$ cat src/rtl/cv32e40p_pkg.sv
// Shared types for the EX->WB load write-back path.
package cv32e40p_pkg;

  // Load write-back tracking: waiting for the first half of a misaligned
  // load, waiting for the final (or only) response, or idle.
  typedef enum logic [1:0] {
    IDLE       = 2'd0,
    WAIT_FIRST = 2'd1,
    WAIT_LAST  = 2'd2
  } ex_wb_state_e;

endpackage

$ cat src/rtl/cv32e40p_parity_gen.sv
// Even-parity generator: o_parity makes the total count of ones in
// {i_data, o_parity} even.
module cv32e40p_parity_gen #(
  parameter int WIDTH = 8
) (
  input  logic [WIDTH-1:0] i_data,
  output logic             o_parity
);

  assign o_parity = ^i_data;

endmodule

$ cat src/rtl/cv32e40p_ex_wb_pipeline.sv
// EX->WB load write-back stage. Tracks one outstanding load (one or two
// LSU responses) and strobes the register-file write one cycle after the
// final response. A new load may be accepted on the final-response cycle.
// Optional feature macro: CV32E40P_FT_WB_PARITY_EN adds parity protection
// of the pending address and the write data, reported on ft_err_o.
module cv32e40p_ex_wb_pipeline
  import cv32e40p_pkg::*;
#(
  parameter int REGADDR_W = 6
) (
  input  logic                 clk,
  input  logic                 rst,
  input  logic                 ex_valid_i,
  input  logic                 regfile_we_ex_i,
  input  logic [REGADDR_W-1:0] regfile_waddr_ex_i,
  input  logic                 data_req_ex_i,
  input  logic                 data_we_ex_i,
  input  logic                 data_misaligned_ex_i,
  input  logic                 lsu_rvalid_i,
  input  logic [31:0]          lsu_rdata_i,
  output logic                 wb_ready_o,
  output logic                 regfile_we_wb_o,
  output logic [REGADDR_W-1:0] regfile_waddr_wb_o,
  output logic [31:0]          regfile_wdata_wb_o,
  output logic                 ft_err_o
);

  ex_wb_state_e         r_state;
  ex_wb_state_e         w_state_nxt;
  logic                 w_load;
  logic                 w_last;
  logic [REGADDR_W-1:0] r_pend_addr;
  logic                 r_we;
  logic [REGADDR_W-1:0] r_waddr;
  logic [31:0]          r_wdata;

  // Final response of the outstanding load arrives this cycle.
  assign w_last     = (r_state == WAIT_LAST) && lsu_rvalid_i;
  assign wb_ready_o = (r_state == IDLE) || w_last;
  assign w_load     = ex_valid_i & wb_ready_o & data_req_ex_i &
                      ~data_we_ex_i & regfile_we_ex_i;

  // Next-state: response progress first, a newly accepted load overrides
  // so that a load taken on the final-response cycle starts without a bubble.
  always_comb begin
    w_state_nxt = r_state;
    case (r_state)
      WAIT_FIRST: if (lsu_rvalid_i) w_state_nxt = WAIT_LAST;
      WAIT_LAST:  if (lsu_rvalid_i) w_state_nxt = IDLE;
      default:    w_state_nxt = IDLE;
    endcase
    if (w_load) begin
      w_state_nxt = data_misaligned_ex_i ? WAIT_FIRST : WAIT_LAST;
    end
  end

  // State, pending address and write-back registers. The pending address is
  // separate from the write address so a load latched on the final-response
  // cycle cannot corrupt the address being strobed.
  always_ff @(posedge clk) begin
    if (rst) begin
      r_state     <= IDLE;
      r_pend_addr <= '0;
      r_we        <= 1'b0;
      r_waddr     <= '0;
      r_wdata     <= '0;
    end else begin
      r_state <= w_state_nxt;
      r_we    <= w_last;
      if (w_load) begin
        r_pend_addr <= regfile_waddr_ex_i;
      end
      if (w_last) begin
        r_waddr <= r_pend_addr;
        r_wdata <= lsu_rdata_i;
      end
    end
  end

  assign regfile_we_wb_o    = r_we;
  assign regfile_waddr_wb_o = r_waddr;
  assign regfile_wdata_wb_o = r_wdata;

`ifdef CV32E40P_FT_WB_PARITY_EN
  logic r_pend_par;
  logic r_wdata_par;
  logic r_ft_err;
  logic w_par_addr_in;
  logic w_par_data_in;
  logic w_par_addr_chk;
  logic w_par_data_chk;

  cv32e40p_parity_gen #(.WIDTH(REGADDR_W)) u_par_addr_in (
    .i_data   (regfile_waddr_ex_i),
    .o_parity (w_par_addr_in)
  );

  cv32e40p_parity_gen #(.WIDTH(32)) u_par_data_in (
    .i_data   (lsu_rdata_i),
    .o_parity (w_par_data_in)
  );

  cv32e40p_parity_gen #(.WIDTH(REGADDR_W)) u_par_addr_chk (
    .i_data   (r_pend_addr),
    .o_parity (w_par_addr_chk)
  );

  cv32e40p_parity_gen #(.WIDTH(32)) u_par_data_chk (
    .i_data   (r_wdata),
    .o_parity (w_par_data_chk)
  );

  // Store parity with each protected register and recheck it every cycle;
  // any mismatch latches a sticky error until reset.
  always_ff @(posedge clk) begin
    if (rst) begin
      r_pend_par  <= 1'b0;
      r_wdata_par <= 1'b0;
      r_ft_err    <= 1'b0;
    end else begin
      if (w_load) begin
        r_pend_par <= w_par_addr_in;
      end
      if (w_last) begin
        r_wdata_par <= w_par_data_in;
      end
      if ((w_par_addr_chk != r_pend_par) || (w_par_data_chk != r_wdata_par)) begin
        r_ft_err <= 1'b1;
      end
    end
  end

  assign ft_err_o = r_ft_err;
`else
  assign ft_err_o = 1'b0;
`endif

endmodule
$ cat config.mk
export PLATFORM = sky130hd
export DESIGN_NAME = cv32e40p_ex_wb_pipeline
export DESIGN_NICKNAME = d
export VERILOG_FILES = /design/src/rtl/cv32e40p_pkg.sv /design/src/rtl/cv32e40p_parity_gen.sv /design/src/rtl/cv32e40p_ex_wb_pipeline.sv
export SDC_FILE = /design/constraint.sdc
export NUM_CORES = 1
export LEC_CHECK = 0
export CORE_MARGIN = 2
export CORE_UTILIZATION = 34
export DETAILED_ROUTE_END_ITERATION = 10
export DONT_BUFFER_PORTS = 1
export SLEW_MARGIN = 20
export SYNTH_ARGS = -nofsm -noshare
export SYNTH_HDL_FRONTEND = slang
export SYNTH_HIERARCHICAL = 1
export SYNTH_SLANG_ARGS = --single-unit
$ cat constraint.sdc
create_clock -name clk -period 1.65 [get_ports clk]
set_input_delay 0.33 -clock clk [delete_from_list [all_inputs] [get_ports clk]]
set_output_delay 0.33 -clock clk [all_outputs]
set_load 0.005 [all_outputs]
After elaboration in Yosys (flattened, before gate mapping)
Index checks and enable logic that the tools add are counted.

storage, ports and cells
  output and inout bits = 41
  logic and storage cells = 23
  input bits = 46
  register bits after elaboration = 47

cells by class
  mux-type cells = 5
  equality and inequality tests = 4
  bitwise operators = 5
  reduce and logical (&&, ||, !) cells = 4

operators with widths
  operator            count
  $mux 2              4
  $ne 3x3->1 const B  2
  $and 1x1->1         4
  $pmux 2 s2          1
  $eq 2x1->1 const B  1
  $eq 2x2->1 const B  1
  $logic_not 2->1     1
  $reduce_and 2->1    1
  $logic_and 1x1->1   1
  $logic_or 1x1->1    1
  $not 1->1           1

Longest topological paths before layout
Gate-level depths: netlist of run 1.

  depth after elaboration = 9
  gate-level depth with buffers = 5
  mapped depth without buffers = 3

Worst setup path before layout of run 1
Ideal clock, no wire load.

  path type = reg-to-reg
  start point = register r_state[0]
  end point = register r_wdata[12], in the netlist regfile_wdata_wb_o[12]
  clock period less this slack = 1.154 ns
  required time = 1.517 ns
  arrival = 1.021 ns
  buffers on the path = 2
  stages on the path, launching flop included = 6
  path slack = 0.496 ns
  library setup time = 0.133 ns
  path through = dfxtp_1 -> and3b_1 -> buf_4 -> buf_6 -> nand2_1 -> a21oi_2

between the ends
  word-level cells in the longest chain between the ends = 2

ends and longest elaborated chain
  what                      RTL line                       text
  start: declaration        cv32e40p_ex_wb_pipeline.sv:28  ex_wb_state_e r_state;
  start signal: assignment  cv32e40p_ex_wb_pipeline.sv:68  r_state <= w_state_nxt;
  $eq 2x2->1                cv32e40p_ex_wb_pipeline.sv:38  assign w_last = (r_state == WAIT_LAST) && lsu_rvalid_i;
  $logic_and 1x1->1         cv32e40p_ex_wb_pipeline.sv:38
  end signal: assignment    cv32e40p_ex_wb_pipeline.sv:75  r_wdata <= lsu_rdata_i;
  end: declaration          cv32e40p_ex_wb_pipeline.sv:35  logic [31:0] r_wdata;

Every way passes these cells.
A chain may end at the register's enable or synchronous reset.

Worst setup path after layout of run 1
  start point = register r_state[1]
  end point = output port wb_ready_o

between the ends
  word-level cells in the longest chain between the ends = 3
  elaborated cells on any way between the ends = 4
  those cells by class = eq/ne: 1; reduce/logical: 3

ends and longest elaborated chain
  what                RTL line                       text
  $eq 2x2->1          cv32e40p_ex_wb_pipeline.sv:38
  $logic_and 1x1->1   cv32e40p_ex_wb_pipeline.sv:38
  $logic_or 1x1->1 *  cv32e40p_ex_wb_pipeline.sv:39  assign wb_ready_o = (r_state == IDLE) || w_last;
  end: declaration    cv32e40p_ex_wb_pipeline.sv:21  output logic wb_ready_o,

Every way passes the cells marked *; elsewhere a longest branch is shown, timed or not.

==> results of run 1 <==
==> cell type report <==
class	count	area (um^2)	area share [%]
Clock buffer	6	72.57	3.898
Inverter	1	3.754	0.2016
Multi-Input combinational cell	146	726.9	39.05
Tap cell	70	87.58	4.704
Timing Repair Buffer	4	30.03	1.613
Sequential cell	47	940.9	50.54
==> registers in the layout, indices dropped and copies added (netlist names) <==
signal / cells
r_state: 2
regfile_waddr_wb_o: 6
regfile_wdata_wb_o: 32
regfile_we_wb_o: 1
r_pend_addr: 6
==> synth_stat cells <==
cell      number
nor2b_2        1
nor3_4         1
inv_1          1
nand2b_1      14
a21oi_2        3
mux2i_1        6
and3b_1        1
a211oi_1       1
nand2_1       76
buf_4          2
nand4b_1       1
clkbuf_1       4
o21a_1         1
a21oi_1       35
dfxtp_1       47
nor2_1         3
nand3b_2       1
conb_1         1
buf_6          4
buf_2          4
a221oi_1       1
==> placed cells by master, fill, tap and decap left out <==
cell and instances:
conb_1 1, dfxtp_1 47, a211oi_1 1, inv_1 1
nor3_4 1, nand4b_1 1, buf_4 4, and3b_1 1
a21oi_1 35, clkbuf_8 5, a21oi_2 3, clkbuf_1 1
o21a_1 1, nand3b_2 1, a221oi_1 1, nor2b_2 1
nand2b_1 14, mux2i_1 6, nand2_1 76, nor2_1 3
==> worst paths after layout <==
kind,from,endpoint,slack [ns],cells after the start
worst min-delay path,rst,regfile_waddr_wb_o[2],0.11,1
worst max register to register,r_state[0],regfile_wdata_wb_o[7],0.40,4
worst max-delay path,r_state[1],wb_ready_o,0.31,2
worst min register to register,r_pend_addr[2],regfile_waddr_wb_o[2],0.45,2
==> logic make-up (layout without fill, tap and decap cells) <==
group | after synthesis | in the layout | share of synthesized area [%]
AOI/OAI and AO/OA | 41 | 41 | 12.75
buffers and inverters | 15 | 11 | 5.594
DFF | 47 | 47 | 53.26
muxes | 6 | 6 | 3.400
other | 1 | 1 | 0.2123
and+or+nand+nor | 98 | 98 | 24.79
==> per-layer routing <==
metal,track usage [%],wire length (um),up-vias
met5,0,0,-
met4,4.364,47,0
met3,4.621,250,4
met2,23.30,1753,52
met1,14.26,1477,580
li1,-,-,656
==> through the flow <==
| stage | cell area [um^2] | util (%) | std cells | worst slack (ns) |
|---|---|---|---|---|
| floorplan | 1767 | - | 208 | 0.4957 |
| global placement | 1789 | 35.26 | 268 | 0.4232 |
| detailed placement | 1789 | 35.26 | 268 | 0.3945 |
| CTS | 1862 | 36.69 | 274 | 0.2885 |
| global route | 1862 | 36.69 | 274 | 0.2290 |
| finish | 1862 | 36.69 | 274 | 0.3125 |
==> power by group through the flow <==
stage	logic (uW)	registers [uW]	clock network [uW]
2_1_floorplan	60.1	1180	0
3_3_place_gp	47.2	1180	0
3_5_place_dp	48.3	1180	0
4_1_cts	48.4	1160	663
5_1_grt	54.2	1160	696
6_report	47.3	1160	616
==> worst max-delay path, delay by kind of cell, from the launching register on <==
kind          cells  cell delay, ns
simple gates      2            0.35
flops             1            0.38
==> results.md, run 1 <==
- Status: finished clean
- Crit path required time: ~1.3 ns
- CTS tree: done
- Nets: 251
- Worst setup EP type: output pin
- Yosys Warn Count: 6
- Routed Wire Length: 3528 um
- Setup Viol. Count Final: 0
- Detail Route Antenna Nets: 0
- Max Fclk: 0.7476 GHz
- Top cell type's share of synthesized area: ~53%
- Final min period: between 1 and 1.5 ns
- Cells after Synth: roughly 210
- RSZ-0062 raised after global routing: no
- Clock root cell: clkbuf_8
- Fillers: between 500 and 600
- Mapped cell area: roughly 1800 um^2
- Chip width: 76.09 um
- Sequential share of the synthesized area: 53.26%
- Layout area overhead: 5.383%
- Slowest-stage cell, CP: dfxtp_1
- Clock-pin transition on the worst setup and hold timing paths: approximately 0.080 ns
- Internal power: 1453 uW
- IO buf count: 0
- LEAKAGE: 0.0005865 uW
- Initial core utilization: 34.81%
- Synth Register Bits: 47
- Crit Path Max Fanout: 4
- Insertion delay to the later sink of the worst-skew pair: between 0.2 and 0.3 ns
- Vias: ~1,300
- Drt wl/cell: roughly 13 um
- Vias per cell: 4.715
- Final hold violations: 0
- IO Pins: between 80 and 90
- Num CTS Buffers: 5
- Pwr Total: 1820 uW
- Remaining routing DRC violations: 0
- Sequential Power Share: 63.5%
- GRT overflow: 0
- Diode count: 0
- Bufs on Longest Clock Path: 2
- Synth area leaders: dfxtp_1 (53%), nand2_1 (16%), a21oi_1 (9.9%)
- Sw frac: between 20% and 30%
- Setup Fix Bufs, Post-CTS: 0
- Crit start category: register
- Initial antenna violation count: 0
- CP cell instances: nor2b_2 > nor2_1
- DPL Wire Length: around 2400 um
- Max-slew violations: 0
- Min-delay worst type: input pin to register
- Gr usage total: about an eighth
- TritonRoute pass-1 iters: 4
- Pwr Density: 977.6 nW/um^2
- Setup TNS Final: 0 ns
- Number of global-route vias before repair: 1,376
- Switching power: 367.6 uW
- Critical path type: register to output pin
- VDD IR-drop max: about 0.00030 V
- MaxCap Viol Count: 0
- Post_cts resized: 0
- Distinct cell type count after synthesis: 21
- Die H: roughly 76 um
- Synthesized net count: 254
- Setup Skew: 0.005323 ns
- Clock sink count: 47
- Final hold slack: about 0.11 ns
- Clock power frac: approximately 34%
- Die ar.: 5789 um^2
- Logic gate share of total power: under 10%
- Gp weighted congestion: 0.6603
- # hold bufs at CTS: 0
- Largest net degree at the start of global routing: 54
- Placeable Area: 5075 um^2
- Layout cells sized above 1: 7.353%
- Final period util: 81.06%
- DRT iter0 DRCs: 58
- Yosys top cell by area: dfxtp_1
- Wire length of the first global-routing pass: 6120 um
- Worst EP arrival: 1.01 ns
- Row Count: 26
- H-tree depth: 2
- Max stage delay on crit path: 0.38 ns
- Avg Cell Area, Syn: 8.494 um^2
(Power assumes the default switching activity.)
==> run 2: changes to the inputs <==
clock period = 1.2 ns   (was 1.65 ns; I/O delays follow)
==> run 2 against run 1 <==
Compared with the run above: worst setup slack lost 0.27 ns; routed wire length up 12%; combinational power is 120% higher; largest power group unchanged; global-route usage up 0.75 points; critical path type unchanged; die area is the same; critical path depth unchanged; via count up 2.0%; design area grew 5.2%; sequential power up 37%; largest cell class unchanged.
==> results.md, run 2 (same netlist as run 1, synthesis figures left out) <==
- Vias per cell: 4.707 (was 4.715)
- # placed instances: 269 (was 268)
- Number of global-route vias before repair: 1,298 (was 1,376)
- Remaining routing DRC violations: 0 (unchanged)
- Gr usage total: 13.75% (was 13.00%)
- Max FFs per register: 32 (unchanged)
- LEAKAGE: 0.0006330 uW (was 0.0005865 uW)
- DPL Wire Length: 2440 um (was 2407 um)
- Final hold violations: 0 (unchanged)
- Setup TNS Final: 0 ns (unchanged)
- Final setup margin: 0.04345 ns (was 0.3125 ns)
- Critical path type: register to output pin (unchanged)
- Min-delay worst type: input pin to register (unchanged)
- Num CTS Buffers: 5 (unchanged)
- Row Count: 26 (unchanged)
- Worst EP arrival: 0.92 ns (was 1.01 ns)
- Max stage delay on crit path: 0.36 ns (was 0.38 ns)
- IO Pins: 87 (unchanged)
- Crit start category: register (unchanged)
- Terminus of the critical flop-to-flop path: regfile_wdata_wb_o[24] (was regfile_wdata_wb_o[7])
- DRT iter0 DRCs: 48 (was 58)
- Commonest non-fill, non-tap cell in the layout: nand2_1 (unchanged)
- Bufs on Longest Clock Path: 2 (unchanged)
- Clock sink count: 47 (unchanged)
- Status: finished clean (unchanged)
- Max Fclk: 0.8646 GHz
- Die ar.: 5789 um^2 (unchanged)
- IO buf count: 0 (unchanged)
- Drt wl/cell: 14.16 um (was 12.88 um)
- Detail Route Antenna Nets: 0 (unchanged)
- Worst setup EP type: output pin (unchanged)
- Reg-to-reg startpoint: r_state[0] (unchanged)
- CTS tree: done (unchanged)
- VDD IR-drop max: 0.0004239 V (was 0.0002993 V)
- Setup crit end: wb_ready_o (unchanged)
- GRT overflow: 0 (unchanged)
- Number of cells on the critical path: 2 (unchanged)
- Largest net degree at the start of global routing: 35 (was 54)
- Depth of the most critical reg-to-reg path: 4 (unchanged)
- Slew HR: a little under half
- MaxCap Viol Count: 0 (unchanged)
- TritonRoute pass-1 iters: 4 (unchanged)
- Post-route insts no fill: 280 (was 274)
- Placeable Area: 5075 um^2 (unchanged)
- Layout area overhead: 10.91% (was 5.383%)
- Clock-pin transition on the worst setup and hold timing paths: 0.08 ns (about the same)
- Chip width: 76.09 um (unchanged)
- Reg-to-reg slack, setup: 0.10 ns (was 0.40 ns)
- Critical Path Start: r_state[1] (unchanged)
- Initial antenna violation count: 0 (unchanged)
- Setup Skew: 0.002892 ns (was 0.005323 ns)
- H-tree depth: 2 (unchanged)
- Vias: 1,318 (was 1,292)
- Largest delay share family, worst path: flip-flops (unchanged)
- Pwr Density: 1303 nW/um^2 (was 977.6 nW/um^2)
- Most frequent cells in the layout: nand2_1 (76), dfxtp_1 (45), a21oi_1 (35) (was nand2_1 (76), dfxtp_1 (47), a21oi_1 (35))
- Actual slew at the worst max-slew pin: 0.7835 ns
- Clock root cell: clkbuf_8 (unchanged)
- Slowest-stage cell, CP: dfxtp_2 (was dfxtp_1)
- Setup Viol. Count Final: 0 (unchanged)
- Diode count: 0 (unchanged)
- Layout cells sized above 1: 9.524% (was 7.353%)
- WP buf/inv: 0 (unchanged)
- Final min period: approximately 1.2 ns
- Pwr Total: 2553 uW (was 1820 uW)
- Place WS: 0.002660 ns (was 0.3945 ns)
- Insertion delay to the later sink of the worst-skew pair: 0.29 ns (was 0.28 ns)
- Final period util: 96.38%
- CP cell instances: nor2b_4 > nor2_4 (was nor2b_2 > nor2_1)
- Nets: 257 (was 251)
- Gp weighted congestion: 0.6635 (was 0.6603)
- Die H: 76.09 um (unchanged)
- Max-slew violations: 0 (unchanged)
- Crit path required time: 0.96 ns (was 1.32 ns)
- Routed Wire Length: 3965 um (was 3528 um)
- Crit Path Max Fanout: 4 (unchanged)
- Initial core utilization: 34.81% (unchanged)
- Wire length of the first global-routing pass: 6265 um (was 6120 um)
==> run 2: layout make-up <==
class	count	area (um^2)
clock buffers	6	72.57
fillers	555	3115
inverters	1	3.754
multi-input cells	146	739.5
flip-flops and latches	47	943.4
well taps	70	87.58
repair buffers	10	112.6
==> run 2: worst min path at each step <==
stage / start / end / slack (ns) / cells after the start
2_1_floorplan: lsu_rdata_i[0] / regfile_wdata_wb_o[0] / 0.38 / 2
3_3_place_gp: rst / regfile_wdata_wb_o[17] / 0.31 / 1
3_5_place_dp: rst / regfile_wdata_wb_o[8] / 0.31 / 1
4_1_cts: rst / r_state[1] / 0.0007 / 1
5_1_grt: rst / regfile_wdata_wb_o[9] / 0.0006 / 1
6_report: rst / regfile_wdata_wb_o[28] / 0.02 / 1
==> run 2: metrics by stage <==
stage               util, %  hold WS [ns]  area [um^2]
floorplan                 -        0.3760         1767
finish                38.61       0.02032         1959
detailed placement    35.65        0.3117         1809
global route          38.61     0.0005976         1959
CTS                   37.67     0.0007233         1912
global placement      35.65        0.3107         1809
==> run 2: timing repair <==
| item | 4_1_cts | 5_1_grt |
|---|---|---|
| endpoints found under the hold margin | 15 | 6 |
| hold buffers | 2 | 2 |
| gates resized for setup | 4 | 2 |
| setup buffers | 0 | 1 |
| pin swaps | 0 | 1 |
| endpoints found under the setup margin | 2 | 20 |
==> run 2: where the power goes <==
group | switching (uW) | internal, uW | total [uW] | leakage [uW]
registers | 13.0 | 1580 | 1590 | 0.000380
clock network | 470 | 389 | 859 | 0.0000371
logic | 56.5 | 47.9 | 104 | 0.000216
==> run 2: per-layer routing <==
layer,track usage (%),vias up,part of all wire (%)
li1,-,669,-
met1,14.86,589,43
met2,24.29,53,48
met3,4.858,7,7.5
met4,6.000,0,1.8
met5,0,-,0
==> run 3: changes to the inputs <==
CTS_CLUSTER_DIAMETER = 80   (was not set)
REMOVE_ABC_BUFFERS = 1   (was not set)
==> run 3 against run 2 <==
Compared with the run above: clock-buffer cell count increased by 2; via count decreased by 0.15%; core utilization decreased by 0.12 points; first-iteration DRC count increased by 2.1%; design area decreased by 0.32%; routed wire length decreased by 9.5%; register-to-register slack got worse by 0.05 ns; largest power group unchanged.
==> results.md, run 3 (same netlist as run 1, synthesis figures left out) <==
- Number of global-route vias before repair: 1,294 (was 1,298)
- Place WS: 0.001270 ns (was 0.002660 ns)
- GRT overflow: 0 (unchanged)
- Final hold violations: 0 (unchanged)
- Final setup margin: 0.03262 ns (was 0.04345 ns)
- Gr usage total: 12.29% (was 13.75%)
- H-tree depth: 2 (unchanged)
- Layout cells sized above 1: 9.048% (was 9.524%)
- Setup Skew: 0.004576 ns (was 0.002892 ns)
- Row Count: 26 (unchanged)
- VDD IR-drop max: 0.0006077 V (was 0.0004239 V)
- Internal power: 2146 uW (was 2014 uW)
- MaxCap Viol Count: 0 (unchanged)
- Min-delay worst type: input pin to register (unchanged)
- Initial core utilization: 34.81% (unchanged)
- Clock power frac: 37.4% (was 33.6%)
- Max Fclk: 0.8566 GHz (was 0.8646 GHz)
- Remaining routing DRC violations: 0 (unchanged)
- Vias per cell: 4.700 (was 4.707)
- Depth of the most critical reg-to-reg path: 3 (was 4)
- Setup crit end: wb_ready_o (unchanged)
- Switching power: 529.6 uW (was 539.8 uW)
- Largest net degree at the start of global routing: 50 (was 35)
- Critical Path Start: r_state[1] (unchanged)
- LEAKAGE: 0.0006261 uW (was 0.0006330 uW)
- Worst EP arrival: 0.93 ns (was 0.92 ns)
- Clock sink count: 47 (unchanged)
- Max-slew violations: 0 (unchanged)
- Status: finished clean (unchanged)
- Pwr Density: 1370 nW/um^2 (was 1303 nW/um^2)
- Crit start category: register (unchanged)
- Max FFs per register: 32 (unchanged)
- CTS tree: done (unchanged)
- Most frequent cells in the layout: nand2_1 (76), dfxtp_1 (45), a21oi_1 (35) (unchanged)
- Num CTS Buffers: 5 (unchanged)
- Diode count: 0 (unchanged)
- Detail Route Antenna Nets: 0 (unchanged)
- DPL Wire Length: 2373 um (was 2440 um)
- Nets: 255 (was 257)
- Vias: 1,316 (was 1,318)
- Die H: 76.09 um (unchanged)
- Sequential Power Share: 59.5% (was 62.3%)
- IO Pins: 87 (unchanged)
- Die ar.: 5789 um^2 (unchanged)
- Gp weighted congestion: 0.6757 (was 0.6635)
- Logic gate share of total power: 3.1% (was 4.1%)
- Clock root cell: clkbuf_8 (unchanged)
- Crit path required time: 0.96 ns (about the same)
- Crit Path Max Fanout: 4 (unchanged)
- Final core utilization: 38.49% (was 38.61%)
- Clock-pin transition on the worst setup and hold timing paths: 0.08 ns (about the same)
- Critical path type: register to output pin (unchanged)
- Setup Viol. Count Final: 0 (unchanged)
- Placeable Area: 5075 um^2 (unchanged)
- Routed Wire Length: 3589 um (was 3965 um)
- DRT iter0 DRCs: 49 (was 48)
- Worst setup EP type: output pin (unchanged)
- Reg-to-reg slack, setup: 0.05 ns (was 0.10 ns)
- Layout area overhead: 10.55% (was 10.91%)
- Initial antenna violation count: 0 (unchanged)
- Reg-to-reg startpoint: r_state[1] (was r_state[0])
- Sw frac: 19.80% (was 21.14%)
- Final min period: 1.167 ns (was 1.157 ns)
- IO buf count: 0 (unchanged)
- Commonest non-fill, non-tap cell in the layout: nand2_1 (unchanged)
- Insertion delay to the later sink of the worst-skew pair: 0.28 ns (was 0.29 ns)
- Bufs on Longest Clock Path: 2 (unchanged)
- RSZ-0062 raised after global routing: yes
- Chip width: 76.09 um (unchanged)
- Drt wl/cell: 12.82 um (was 14.16 um)
- Terminus of the critical flop-to-flop path: r_pend_addr[1] (was regfile_wdata_wb_o[24])
- Wire length of the first global-routing pass: 5775 um (was 6265 um)
- Final period util: 97.28% (was 96.38%)
- TritonRoute pass-1 iters: 3 (was 4)
-- run 3: cell count changes in the layout (fill, tap and decap cells not counted), sizes merged --
cell,delta
buf,-2
clkbuf,+2
dlygate4sd3,+1
dlymetal6s4s,-1
-- run 3: worst min path at each step --
stage | from | end | slack, ns | depth (start not counted)
after detailed placement | rst | regfile_wdata_wb_o[17] | 0.31 | 1
after floorplan | rst | regfile_wdata_wb_o[12] | 0.30 | 1
after CTS | rst | regfile_wdata_wb_o[7] | 0.0007 | 1
after global routing | rst | regfile_wdata_wb_o[10] | 0.004 | 1
after global placement | rst | regfile_wdata_wb_o[8] | 0.31 | 1
final | rst | regfile_wdata_wb_o[20] | 0.02 | 1
-- run 3: final cells by class --
type                            count  area [um^2]
Clock buffer                        8        100.1
Inverter                            1        3.754
Multi-Input combinational cell    146        732.0
Fill cell                         526         3122
Sequential cell                    47        943.4
Tap cell                           70        87.58
Timing Repair Buffer                8        86.33
-- run 3: worst max-delay path, cell delays in order (launching register included) --
cell and delay [ns]:
dfxtp_2 0.34, nor2b_4 0.14, nor2_1 0.17
-- run 3: through the flow --
stage / cells / total power (uW) / cell area (um^2) / hold WS (ns) / TNS [ns]
2_1_floorplan: 194 / 1677 / 1672 / 0.3024 / -10.18
3_5_place_dp: 268 / 1696 / 1802 / 0.3073 / 0
6_report: 280 / 2675 / 1953 / 0.01962 / 0
3_3_place_gp: 268 / 1694 / 1802 / 0.3077 / 0
5_1_grt: 280 / 2791 / 1953 / 0.004321 / -0.1592
4_1_cts: 277 / 2724 / 1918 / 0.0007452 / 0
-- run 3: power groups by stage --
stage,Combinational [uW],Sequential [uW],Clock [uW]
finish,84.2,1590,1000
global route,96.2,1590,1100
CTS,74.9,1590,1060
detailed placement,68.5,1630,0
global placement,67.4,1630,0
floorplan,52.9,1620,0
-- run 3: what timing repair did --
action | 4_1_cts | 5_1_grt
hold buffers | 1 | 3
setup endpoints to repair | 2 | 40
pin swaps | 0 | 0
resized for setup | 2 | 2
setup buffers | 0 | 0
endpoints found under the hold margin | 5 | 4
-- run 3: metal layers --
layer	share of wire, %	up-vias	global-route usage, %
met2	47	51	20.98
met1	43	594	12.85
li1	-	669	-
met4	0.64	0	5.455
met3	9.8	2	5.924
met5	0	-	0
